==> src/rtl/palette_lut_fader.sv <==
// Writable colour palette with a 2-stage read pipeline, a transparency flag
// and a global fade engine that scales every channel by a shared level.
module palette_lut_fader #(
    parameter int unsigned IDX_W         = 4,
    parameter int unsigned COLOR_W       = 4,
    parameter int unsigned TRANSP_IDX    = 0,
    parameter int unsigned FADE_STEP_CYC = 4
) (
    input  logic                 Clk,
    input  logic                 Reset_n,
    input  logic                 pix_valid,
    input  logic [IDX_W-1:0]     index,
    input  logic                 wr_en,
    input  logic [IDX_W-1:0]     wr_addr,
    input  logic [3*COLOR_W-1:0] wr_rgb,
    input  logic                 fade_start,
    input  logic                 fade_dir,
    output logic [COLOR_W-1:0]   red,
    output logic [COLOR_W-1:0]   green,
    output logic [COLOR_W-1:0]   blue,
    output logic                 out_valid,
    output logic                 out_transp,
    output logic                 fade_busy,
    output logic                 fade_done
);

    localparam int unsigned DEPTH   = 2 ** IDX_W;
    localparam int unsigned ENT_W   = 3 * COLOR_W;
    localparam int unsigned LVL_W   = COLOR_W + 1;
    localparam int unsigned PROD_W  = 2 * COLOR_W + 1;
    localparam int unsigned CNT_W   = (FADE_STEP_CYC > 1) ? $clog2(FADE_STEP_CYC) : 1;
    localparam int unsigned GREY_SH = COLOR_W - IDX_W;

    localparam logic [CNT_W-1:0] CNT_LAST = CNT_W'(FADE_STEP_CYC - 1);
    localparam logic [LVL_W-1:0] LVL_FULL = LVL_W'(1) << COLOR_W;
    localparam logic [IDX_W-1:0] T_IDX    = IDX_W'(TRANSP_IDX);

    localparam logic [1:0] ST_IDLE   = 2'd0;
    localparam logic [1:0] ST_FADING = 2'd1;
    localparam logic [1:0] ST_DONE   = 2'd2;

    // Full-width product so nothing is lost before the shift.
    function automatic logic [COLOR_W-1:0] scale(input logic [COLOR_W-1:0] c,
                                                 input logic [LVL_W-1:0]   lvl);
        logic [PROD_W-1:0] p;
        p = PROD_W'(c) * PROD_W'(lvl);
        return COLOR_W'(p >> COLOR_W);
    endfunction

    logic [ENT_W-1:0]   mem_q [DEPTH];
    logic [ENT_W-1:0]   ent_s1_q;
    logic               transp_s1_q;
    logic               valid_s1_q;
    logic [LVL_W-1:0]   level_s1_q;

    logic [1:0]         state_q, state_d;
    logic [CNT_W-1:0]   cnt_q, cnt_d;
    logic [LVL_W-1:0]   level_q, level_d;
    logic               dir_q, dir_d;
    logic [LVL_W-1:0]   target_c;

    // Palette storage: grey ramp on reset, read-first single write port.
    always_ff @(posedge Clk or negedge Reset_n) begin
        if (!Reset_n) begin
            for (int unsigned i = 0; i < DEPTH; i++) begin
                mem_q[i] <= {3{COLOR_W'(i) << GREY_SH}};
            end
        end else if (wr_en) begin
            mem_q[wr_addr] <= wr_rgb;
        end
    end

    // Stage 1: capture entry, transparency match, valid and current level.
    always_ff @(posedge Clk or negedge Reset_n) begin
        if (!Reset_n) begin
            ent_s1_q    <= '0;
            transp_s1_q <= 1'b0;
            valid_s1_q  <= 1'b0;
            level_s1_q  <= LVL_FULL;
        end else begin
            ent_s1_q    <= mem_q[index];
            transp_s1_q <= (index == T_IDX);
            valid_s1_q  <= pix_valid;
            level_s1_q  <= level_q;
        end
    end

    // Stage 2: scaled channels, held while no valid pixel arrives.
    always_ff @(posedge Clk or negedge Reset_n) begin
        if (!Reset_n) begin
            red        <= '0;
            green      <= '0;
            blue       <= '0;
            out_transp <= 1'b0;
            out_valid  <= 1'b0;
        end else begin
            out_valid <= valid_s1_q;
            if (valid_s1_q) begin
                red        <= scale(ent_s1_q[2*COLOR_W +: COLOR_W], level_s1_q);
                green      <= scale(ent_s1_q[COLOR_W   +: COLOR_W], level_s1_q);
                blue       <= scale(ent_s1_q[0         +: COLOR_W], level_s1_q);
                out_transp <= transp_s1_q;
            end
        end
    end

    // Fade engine state register; busy/done are registered decodes of the next state.
    always_ff @(posedge Clk or negedge Reset_n) begin
        if (!Reset_n) begin
            state_q   <= ST_IDLE;
            cnt_q     <= '0;
            level_q   <= LVL_FULL;
            dir_q     <= 1'b0;
            fade_busy <= 1'b0;
            fade_done <= 1'b0;
        end else begin
            state_q   <= state_d;
            cnt_q     <= cnt_d;
            level_q   <= level_d;
            dir_q     <= dir_d;
            fade_busy <= (state_d != ST_IDLE);
            fade_done <= (state_d == ST_DONE);
        end
    end

    // Fade next-state: step the level every FADE_STEP_CYC cycles until the target.
    always_comb begin
        state_d  = state_q;
        cnt_d    = cnt_q;
        level_d  = level_q;
        dir_d    = dir_q;
        target_c = dir_q ? LVL_FULL : '0;
        case (state_q)
            ST_IDLE: begin
                if (fade_start) begin
                    dir_d   = fade_dir;
                    cnt_d   = '0;
                    state_d = ST_FADING;
                end
            end
            ST_FADING: begin
                if (level_q == target_c) begin
                    state_d = ST_DONE;
                end else if (cnt_q == CNT_LAST) begin
                    cnt_d   = '0;
                    level_d = dir_q ? level_q + LVL_W'(1) : level_q - LVL_W'(1);
                end else begin
                    cnt_d = cnt_q + CNT_W'(1);
                end
            end
            ST_DONE: begin
                state_d = ST_IDLE;
            end
            default: begin
                state_d = ST_IDLE;
            end
        endcase
    end

endmodule
==> config.mk <==
export PLATFORM = sky130hd
export DESIGN_NAME = palette_lut_fader
export DESIGN_NICKNAME = d
export VERILOG_FILES = /design/src/rtl/palette_lut_fader.sv
export SDC_FILE = /design/constraint.sdc
export NUM_CORES = 1
export LEC_CHECK = 0
export ABC_CLOCK_PERIOD_IN_PS = 7750
export CAP_MARGIN = 25
export CORE_ASPECT_RATIO = 0.5
export CORE_MARGIN = 1.5
export CORE_UTILIZATION = 65
export DETAILED_ROUTE_END_ITERATION = 8
export GPL_TIMING_DRIVEN = 0
export PLACE_DENSITY_LB_ADDON = 0.1
export SLEW_MARGIN = 20
export SYNTH_ARGS = -nofsm -noshare
export SYNTH_HDL_FRONTEND = slang
export SYNTH_SLANG_ARGS = --single-unit
==> constraint.sdc <==
create_clock -name Clk -period 7.75 [get_ports Clk]
set_input_delay 1.55 -clock Clk [delete_from_list [all_inputs] [get_ports Clk]]
set_output_delay 1.55 -clock Clk [all_outputs]
set_load 0.005 [all_outputs]
---- Word level (Yosys, flattened, before mapping) ----
Index checks and enable logic that the tools add are counted.
word-level totals
  output and inout bits ................... 16
  bits in registers ....................... 237
cells by class
  multipliers ............................. 3
  mux-type cells .......................... 15
  eq/ne operators ......................... 6
  add/subtract/negate cells ............... 3
  order comparisons ....................... 3
  bitwise logic cells ..................... 3
  reductions and logical operators ........ 8
operators by type and width
  operator                                                                count
  192-bit bitwise mux                                                     1
  12-bit binary-select mux with 4-bit select                              1
  12-bit demux with 4-bit select                                          1
  12-bit two-way mux                                                      3
  4-bit by 5-bit multiplier with 8-bit output                             3
  5-bit greater-or-equal comparator (second input constant)               2
  2-bit two-way mux                                                       5
  5-bit two-way mux                                                       2
  4-bit inverter with 5-bit output                                        2
  2-bit case mux with 2 select lines                                      2
  3-bit AND reduction                                                     2
  5-bit by 1-bit adder with 5-bit output (second input constant)          1
  5-bit equality test                                                     1
  5-bit by 1-bit < comparator with 1-bit output (second input constant)   1
  5-bit by 1-bit subtractor with 5-bit output (second input constant)     1
  2-bit equality test (second input constant)                             2
  4-bit logical NOT                                                       1
  2-bit != test (second input constant)                                   2
  2-bit nonzero test                                                      2
  2-bit by 1-bit adder with 2-bit output (second input constant)          1
  2-bit by 1-bit equality test with 1-bit output (second input constant)  1
  2-bit logical NOT                                                       1
  2-bit AND reduction                                                     1
  1-bit logical AND                                                       1
  1-bit inverter                                                          1

---- Longest topological paths before layout ----
Gate-level depths: netlist of run 1.
  word-level depth ........................ 6
  mapped depth ............................ 11

---- Worst setup path after synthesis of run 1 ----
Ideal clock, no wire load.
  path kind ............................... reg-to-reg
  from .................................... register level_s1_q[1]
  to ...................................... register red[2]
  required time ........................... 7.630 ns
  cell stages (with the launch flop) ...... 12
  setup slack ............................. 4.624 ns
  arrival time ............................ 3.006 ns
  period minus slack after synthesis ...... 3.126 ns
  cell sequence ........................... dfrtp_1 -> clkbuf_1 -> and2_1 -> fa_1 -> inv_1 -> fa_1 -> inv_1 -> ha_1 -> nand4_1 -> o211ai_1 -> or3_1 -> a31o_2
between the ends
  cells in the longest elaborated chain, start to end .. 1
RTL lines
  item                                         RTL line  text
  start, declared                              54        logic [LVL_W-1:0] level_s1_q;
  start signal, assigned                       84        level_s1_q <= level_q;
  4-bit by 5-bit multiplier with 8-bit output  46        p = PROD_W'(c) * PROD_W'(lvl);
  end signal, assigned                         99        red <= scale(ent_s1_q[2*COLOR_W +: COLOR_W], level_s1_q);
  end, declared                                18        output logic [COLOR_W-1:0] red,
No other way between the ends.
A chain may end at the register's enable or synchronous reset.

---- Worst setup path in the final report of run 1 ----
Same ends and word-level chain as after synthesis.

==> results of run 1 <==
[layer usage]
metal	part of all wire	track usage
met5	0	0
met4	0.012	0.0385
met3	0.053	0.0482
met2	0.47	0.438
met1	0.46	0.383
[worst reg2reg max path, delay by kind of cell, from the launching register on]
kind,cells,cell delay [ns]
AND/OR/NAND/NOR,3,0.71
buffers and inverters,3,0.38
flip-flops,1,0.46
adder cells (fa/ha/maj),3,1.45
AO/OA/AOI/OAI,2,0.37
[through the flow]
step / utilization / power [mW] / worst slack (ns)
floorplan: - / 2.86 / 4.62
finish: 0.762 / 4.36 / 4.28
CTS: 0.762 / 4.38 / 4.29
global placement: 0.717 / 3.16 / -4.27
global route: 0.762 / 4.63 / 4.14
detailed placement: 0.720 / 3.26 / 4.25
[registers in the layout (all words and copies together) (netlist names)]
signal / count
level_s1_q: 5
fade_busy: 1
transp_s1_q: 1
dir_q: 1
ent_s1_q: 12
green: 4
valid_s1_q: 1
fade_done: 1
cnt_q: 2
blue: 4
red: 4
level_q: 5
state_q: 2
mem_q: 192
out_transp: 1
out_valid: 1
[final cells by class]
class	instances	share of cell area
multi-input combinational	528	0.418
inverter	17	0.00471
clock inverter	10	0.00674
tap	234	0.0216
clock buffer	30	0.0481
buffer	53	0.0225
sequential	237	0.447
timing repair buffer	39	0.0318
[Yosys cell counts (all sizes together), types with 4 or more instances]
cell    count
mux2      203
dfrtp     139
dfstp      98
mux4       48
nand2      35
and2       31
ha         31
buf        27
clkbuf     26
a21oi      22
inv        17
fa         16
nor2       16
nor2b      16
a211oi     13
nand4      13
mux2i      12
xnor2       9
nand2b      8
nand3       7
xor2        7
o21ai       6
nand3b      5
or3         5
a22o        4
o21bai      4
[how the worst max path moves through the flow]
stage                                  from                endpoint  slack [ns]  cells after the start
floorplan           level_s1_q[1]$_DFF_PN0_      red[2]$_DFFE_PN0P_        4.62                     11
global placement                    Reset_n   mem_q[60]$_DFFE_PN0P_       -4.27                      1
detailed placement                    wr_en  mem_q[147]$_DFFE_PN0P_        4.25                      5
CTS                 level_s1_q[1]$_DFF_PN0_      red[2]$_DFFE_PN0P_        4.29                     11
global route        level_s1_q[1]$_DFF_PN0_      red[2]$_DFFE_PN0P_        4.14                     11
finish              level_s1_q[1]$_DFF_PN0_      red[2]$_DFFE_PN0P_        4.28                     11
[power groups by stage]
stage / logic (mW) / clock network [mW] / registers [mW]
2_1_floorplan: 1.07 / 0 / 1.79
3_3_place_gp: 1.33 / 0 / 1.83
3_5_place_dp: 1.40 / 0 / 1.85
4_1_cts: 1.42 / 1.13 / 1.84
5_1_grt: 1.58 / 1.18 / 1.88
6_report: 1.40 / 1.12 / 1.84
[cell families (layout without fill, tap and decap cells)]
family                   after synthesis  count (layout)
adder cells (fa/ha/maj)               47              47
AND/OR/NAND/NOR                      141             141
XOR/XNOR                              16              16
flip-flops                           237             237
buffers and inverters                 70             149
multiplexers                         263             263
AO/OA/AOI/OAI                         61              61
==> flow_metrics.py, run 1 <==
metrics = {
    "outcome": {
        "status": "finished clean",
    },
    "clocking": {
        "cts_root_buf": "clkbuf_16",
        "insertion_delay_ns": 0.51,
        "ctsHtreeMaxLevel": 1,
        "cts_resized": 0,
        "post_cts_buffers": 0,
        "cts-hold-fix-buffers": 0,
        "cts_max_path_buffers": 3,
        "clock_sinks": 237,
        "cts_inserted_buffers": 22,
        "cts_tree": "built",
        "clk_pin_slew_ns": 0.07,
    },
    "sta": {
        "layout_min_cycle_time_ns": 3.47,
        "tightest_slew_ns": 0.713,
        "slew-limit-headroom": 0.524,
        "holdWs_ns": 0.407,
        "period_share": 0.447,
        "slew_violations": 0,
        "fmax_mhz": 289,
        "hold_viol_final": 0,
        "finalSetupViolations": 0,
        "skew_ns": 0.0124,
        "rsz0062_at_grt": "false",
        "finalSetupTns_ns": 0,
    },
    "finish": {
        "finalNonFillerCells": 1148,
        "finalInstanceArea_sq_um": 13500,
        "diodes": 0,
        "drive_above_1_share": 0.417,
        "layout_common_cells": "mux2_2, dfrtp_1, dfstp_2, clkdlybuf4s50_1, nand2_1",
        "seq_area_sq_um": 6050,
        "layout_commonest_cell": "mux2_2",
        "fillers": 1057,
        "multi_input_area_sq_um": 5660,
        "final_nets": 971,
        "syn_to_final_growth_pct": 12.1,
    },
    "critical_path": {
        "arrival_ns": 3.86,
        "startpoint_type": "register",
        "max_stage_delay_ns": 0.55,
        "r2r_slack_ns": 4.28,
        "end_kind": "register",
        "cpMaxStageDelayCell": "fa_1",
        "crit_buf_inv": 3,
        "worstPathRequired_ns": 8.15,
        "rr_startpoint": "level_s1_q[1]$_DFF_PN0_",
        "r2r-end": "red[2]$_DFFE_PN0P_",
        "critical_path.cell_chain": "clkbuf_1, and2_1, fa_1, inv_1, fa_1, inv_1, ha_1, nand4_1, o211ai_1, or3_1, a31o_2",
        "crit_family": "adder cells",
        "worstPathMaxFanout": 10,
        "reg2reg_depth": 11,
        "worst-setup-path-type": "register to register",
    },
    "power_and_ir_drop": {
        "seq_power_share": 0.422,
        "power_report.internal_total_mw": 3.03,
        "powerDensity_nw_per_um2": 322,
        "clockPowerShare": 0.256,
        "p_switching_mw": 1.32,
        "cellLeakagePower_nw": 5.80,
        "swShare": 0.304,
        "vdd_drop_max_v": 0.000205,
        "comb_power_share": 0.322,
    },
    "detailed_routing": {
        "finalWirelength_mm": 24.3,
        "wl_per_cell_microns": 21.2,
        "drc_errors": 0,
        "firstDrtPassIters": 4,
        "ant_nets": 0,
        "vias": 7034,
        "drt_iter0_markers": 263,
        "via_per_inst": 6.13,
    },
    "yosys": {
        "synthSimpleGateAreaFrac": 0.0637,
        "synth_top_area_cell": "dfrtp_1",
        "synthMuxAreaShare": 0.299,
        "synth_top_family_by_area": "multiplexers",
        "ys_types": 43,
        "synth_nets": 908,
        "synth_area_sq_um": 12100,
        "syn-mean-instance-area_sq_um": 14.5,
        "yosys.area_share.adder": 0.0586,
        "synthXorXnorAreaFrac": 0.0116,
        "synth_top_flop_cell": "dfrtp_1",
        "synth_edf_count": 0,
        "async_flop_share": 1.00,
        "ys_top_cells_by_area": "dfrtp_1, dfstp_2, mux2_2",
        "synthesis.instances": 835,
        "yosys_register_bits": 237,
        "synth-compound-area-share": 0.0358,
        "ys.warnings.count": 0,
        "yosys.area.top_type_share": 0.288,
        "ys_seq_area_frac": 0.501,
    },
    "global_routing": {
        "grt-ovfl-total": 0,
        "grt_pass1_vias": 7489,
        "antenna_found_initial": 1,
        "grt_pass1_wl_mm": 40.2,
        "grt_max_degree": 95,
        "grt_usage": 0.265,
    },
    "floorplan": {
        "rows": 34,
        "chipHeight_microns": 99.4,
        "start_util": 0.679,
        "core_area_sq_um": 17800,
        "die_w_microns": 196,
        "die_area_sq_um": 19500,
        "num_io_pins": 42,
    },
    "placed_design": {
        "placed_cells": 1108,
        "place_congestion": 0.804,
        "hpwlAfterDp_mm": 17.2,
        "dpl_cell_area_sq_um": 12800,
        "place.port_buffers": 37,
    },
    "run": {
        "drv_cap": 0,
    },
    "min_path": {
        "holdPathEnd": "level_s1_q[4]$_DFF_PN1_",
        "hp-class": "register to register",
        "worst_hold_startpoint": "level_q[4]$_DFFE_PN1P_",
        "min_path_cells": 0,
    },
}
Power figures use the tool's default switching activity.
==> run 2, diff against run 1 <==
--- a/config.mk
+++ b/config.mk
@@ -5,11 +5,11 @@
 export SDC_FILE = /design/constraint.sdc
 export NUM_CORES = 1
 export LEC_CHECK = 0
-export ABC_CLOCK_PERIOD_IN_PS = 7750
+export ABC_CLOCK_PERIOD_IN_PS = 3150
 export CAP_MARGIN = 25
 export CORE_ASPECT_RATIO = 0.5
 export CORE_MARGIN = 1.5
-export CORE_UTILIZATION = 65
+export CORE_UTILIZATION = 56
 export DETAILED_ROUTE_END_ITERATION = 8
 export GPL_TIMING_DRIVEN = 0
 export PLACE_DENSITY_LB_ADDON = 0.1
==> constraint.sdc (replaced) <==
create_clock -name Clk -period 3.15 [get_ports Clk]
set_input_delay 0.63 -clock Clk [delete_from_list [all_inputs] [get_ports Clk]]
set_output_delay 0.63 -clock Clk [all_outputs]
set_load 0.005 [all_outputs]
==> flow_metrics.py, run 2 (synthesis results as in run 1) <==
metrics = {
    "global_routing": {
        "antenna_found_initial": 1,
        "grt-ovfl-total": 0,
        "grt_usage": 0.231,
        "grt_pass1_wl_mm": 40.1,
        "grt_pass1_vias": 7409,
        "grt_max_degree": 95,
    },
    "sta": {
        "rsz0062_at_grt": "false",
        "fmax_mhz": 328,
        "slew_violations": 0,
        "skew_ns": 0.0240,
        "slew-limit-headroom": 0.506,
        "tightest_slew_ns": 0.741,
        "hold_viol_final": 0,
        "finalSetupTns_ns": 0,
        "layout_min_cycle_time_ns": 3.04,
        "period_share": 0.967,
        "finalSetupViolations": 0,
    },
    "detailed_routing": {
        "wl_per_cell_microns": 20.6,
        "vias": 7046,
        "drc_errors": 0,
        "drt_iter0_markers": 429,
        "via_per_inst": 5.90,
        "firstDrtPassIters": 4,
        "ant_nets": 0,
        "finalWirelength_mm": 24.7,
    },
    "clocking": {
        "cts_root_buf": "clkbuf_16",
        "insertion_delay_ns": 0.53,
        "cts_max_path_buffers": 3,
        "clk_pin_slew_ns": 0.07,
        "clock_sinks": 237,
        "cts_inserted_buffers": 22,
        "cts_tree": "built",
        "ctsHtreeMaxLevel": 1,
        "cts-hold-fix-buffers": 0,
    },
    "floorplan": {
        "num_io_pins": 42,
        "rows": 37,
        "chipHeight_microns": 107,
        "die_area_sq_um": 22500,
        "die_w_microns": 211,
        "start_util": 0.580,
        "core_area_sq_um": 20800,
    },
    "finish": {
        "largest_reg_flops": 192,
        "syn_to_final_growth_pct": 13.4,
        "finalNonFillerCells": 1194,
        "final_nets": 978,
        "layout_common_cells": "mux2_2, dfrtp_1, dfstp_2, clkdlybuf4s50_1, nand2_1",
        "layout_commonest_cell": "mux2_2",
        "finalInstanceArea_sq_um": 13700,
        "drive_above_1_share": 0.432,
        "reg_top3": "mem_q (192), ent_s1_q (12)",
        "diodes": 0,
        "top_register": "mem_q",
    },
    "placed_design": {
        "hpwlAfterDp_mm": 17.5,
        "dpl_cell_area_sq_um": 12900,
        "place_congestion": 0.790,
        "place.port_buffers": 37,
        "placed_cells": 1147,
    },
    "power_and_ir_drop": {
        "cellLeakagePower_nw": 5.86,
        "vdd_drop_max_v": 0.000375,
        "p_total_mw": 10.9,
        "powerDensity_nw_per_um2": 797,
    },
    "critical_path": {
        "arrival_ns": 3.44,
        "end_kind": "register",
        "worstPathRequired_ns": 3.55,
        "worst-setup-path-type": "register to register",
        "worstPathMaxFanout": 7,
        "startpoint_type": "register",
    },
    "run": {
        "drv_cap": 0,
    },
    "outcome": {
        "status": "finished clean",
    },
    "min_path": {
        "hp-class": "primary input to asynchronous set/reset pin",
    },
}
## run 2: where the power goes
part	total [mW]	internal, mW	leakage [nW]	switching, mW
logic	3.63	2.03	2.78	1.60
clock network	2.74	1.58	0.362	1.16
registers	4.55	4.05	2.72	0.502
total	10.9	7.65	5.86	3.26
## run 2: what timing repair did
action,4_1_cts,5_1_grt
resized for setup,8,10
buffers inserted,1,10
pin swaps,0,12
endpoints found under the setup margin,12,8
## run 2: final timing paths
kind	cells past startpoint	endpoint	slack, ns	startpoint
setup / recovery	10	red[2]$_DFFE_PN0P_	0.11	level_s1_q[1]$_DFF_PN0_
hold / removal	1	green[2]$_DFFE_PN0P_	0.07	Reset_n
setup reg to reg	10	red[2]$_DFFE_PN0P_	0.11	level_s1_q[1]$_DFF_PN0_
hold reg to reg	0	level_s1_q[4]$_DFF_PN1_	0.39	level_q[4]$_DFFE_PN1P_
max in group asynchronous	2	mem_q[65]$_DFFE_PN1P_	2.19	Reset_n
min in group Clk	0	level_s1_q[4]$_DFF_PN1_	0.39	level_q[4]$_DFFE_PN1P_
## run 2: per-stage QoR
| stage | hold slack [ns] | setup WS (ns) | util |
|---|---|---|---|
| 6_report | 0.0717 | 0.105 | 0.658 |
| 5_1_grt | 0.107 | 0.00644 | 0.658 |
| 4_1_cts | 0.0781 | 0.0212 | 0.654 |
| 3_5_place_dp | 0.385 | -0.263 | 0.617 |
| 3_3_place_gp | 0.387 | -8.18 | 0.614 |
| 2_1_floorplan | 0.334 | 0.0236 | - |
## run 2: final cells by class
| type | count | area, sq um |
|---|---|---|
| multi-input combinational | 528 | 5690 |
| buffer | 49 | 302 |
| inverter | 17 | 63.8 |
| sequential | 237 | 6060 |
| timing repair buffer | 50 | 505 |
| clock buffer | 34 | 646 |
| fill | 1524 | 7130 |
| tap | 273 | 342 |
| clock inverter | 6 | 91.3 |
## run 2: routing by layer
layer | track usage | routed length [microns] | up-vias
li1 | - | - | 3185
met1 | 0.337 | 11900 | 3729
met2 | 0.368 | 11600 | 103
met3 | 0.0463 | 884 | 29
met4 | 0.0327 | 313 | 0
met5 | 0 | 0 | -
## run 2: critical path, cell delays in order (launching register included)
cell and delay (ns):
dfrtp_2 0.47, and2_4 0.17, fa_1 0.53, inv_1 0.05, fa_1 0.53, inv_1 0.07
ha_4 0.26, nand4_1 0.10, o211ai_1 0.18, or3_1 0.34, a31o_2 0.23
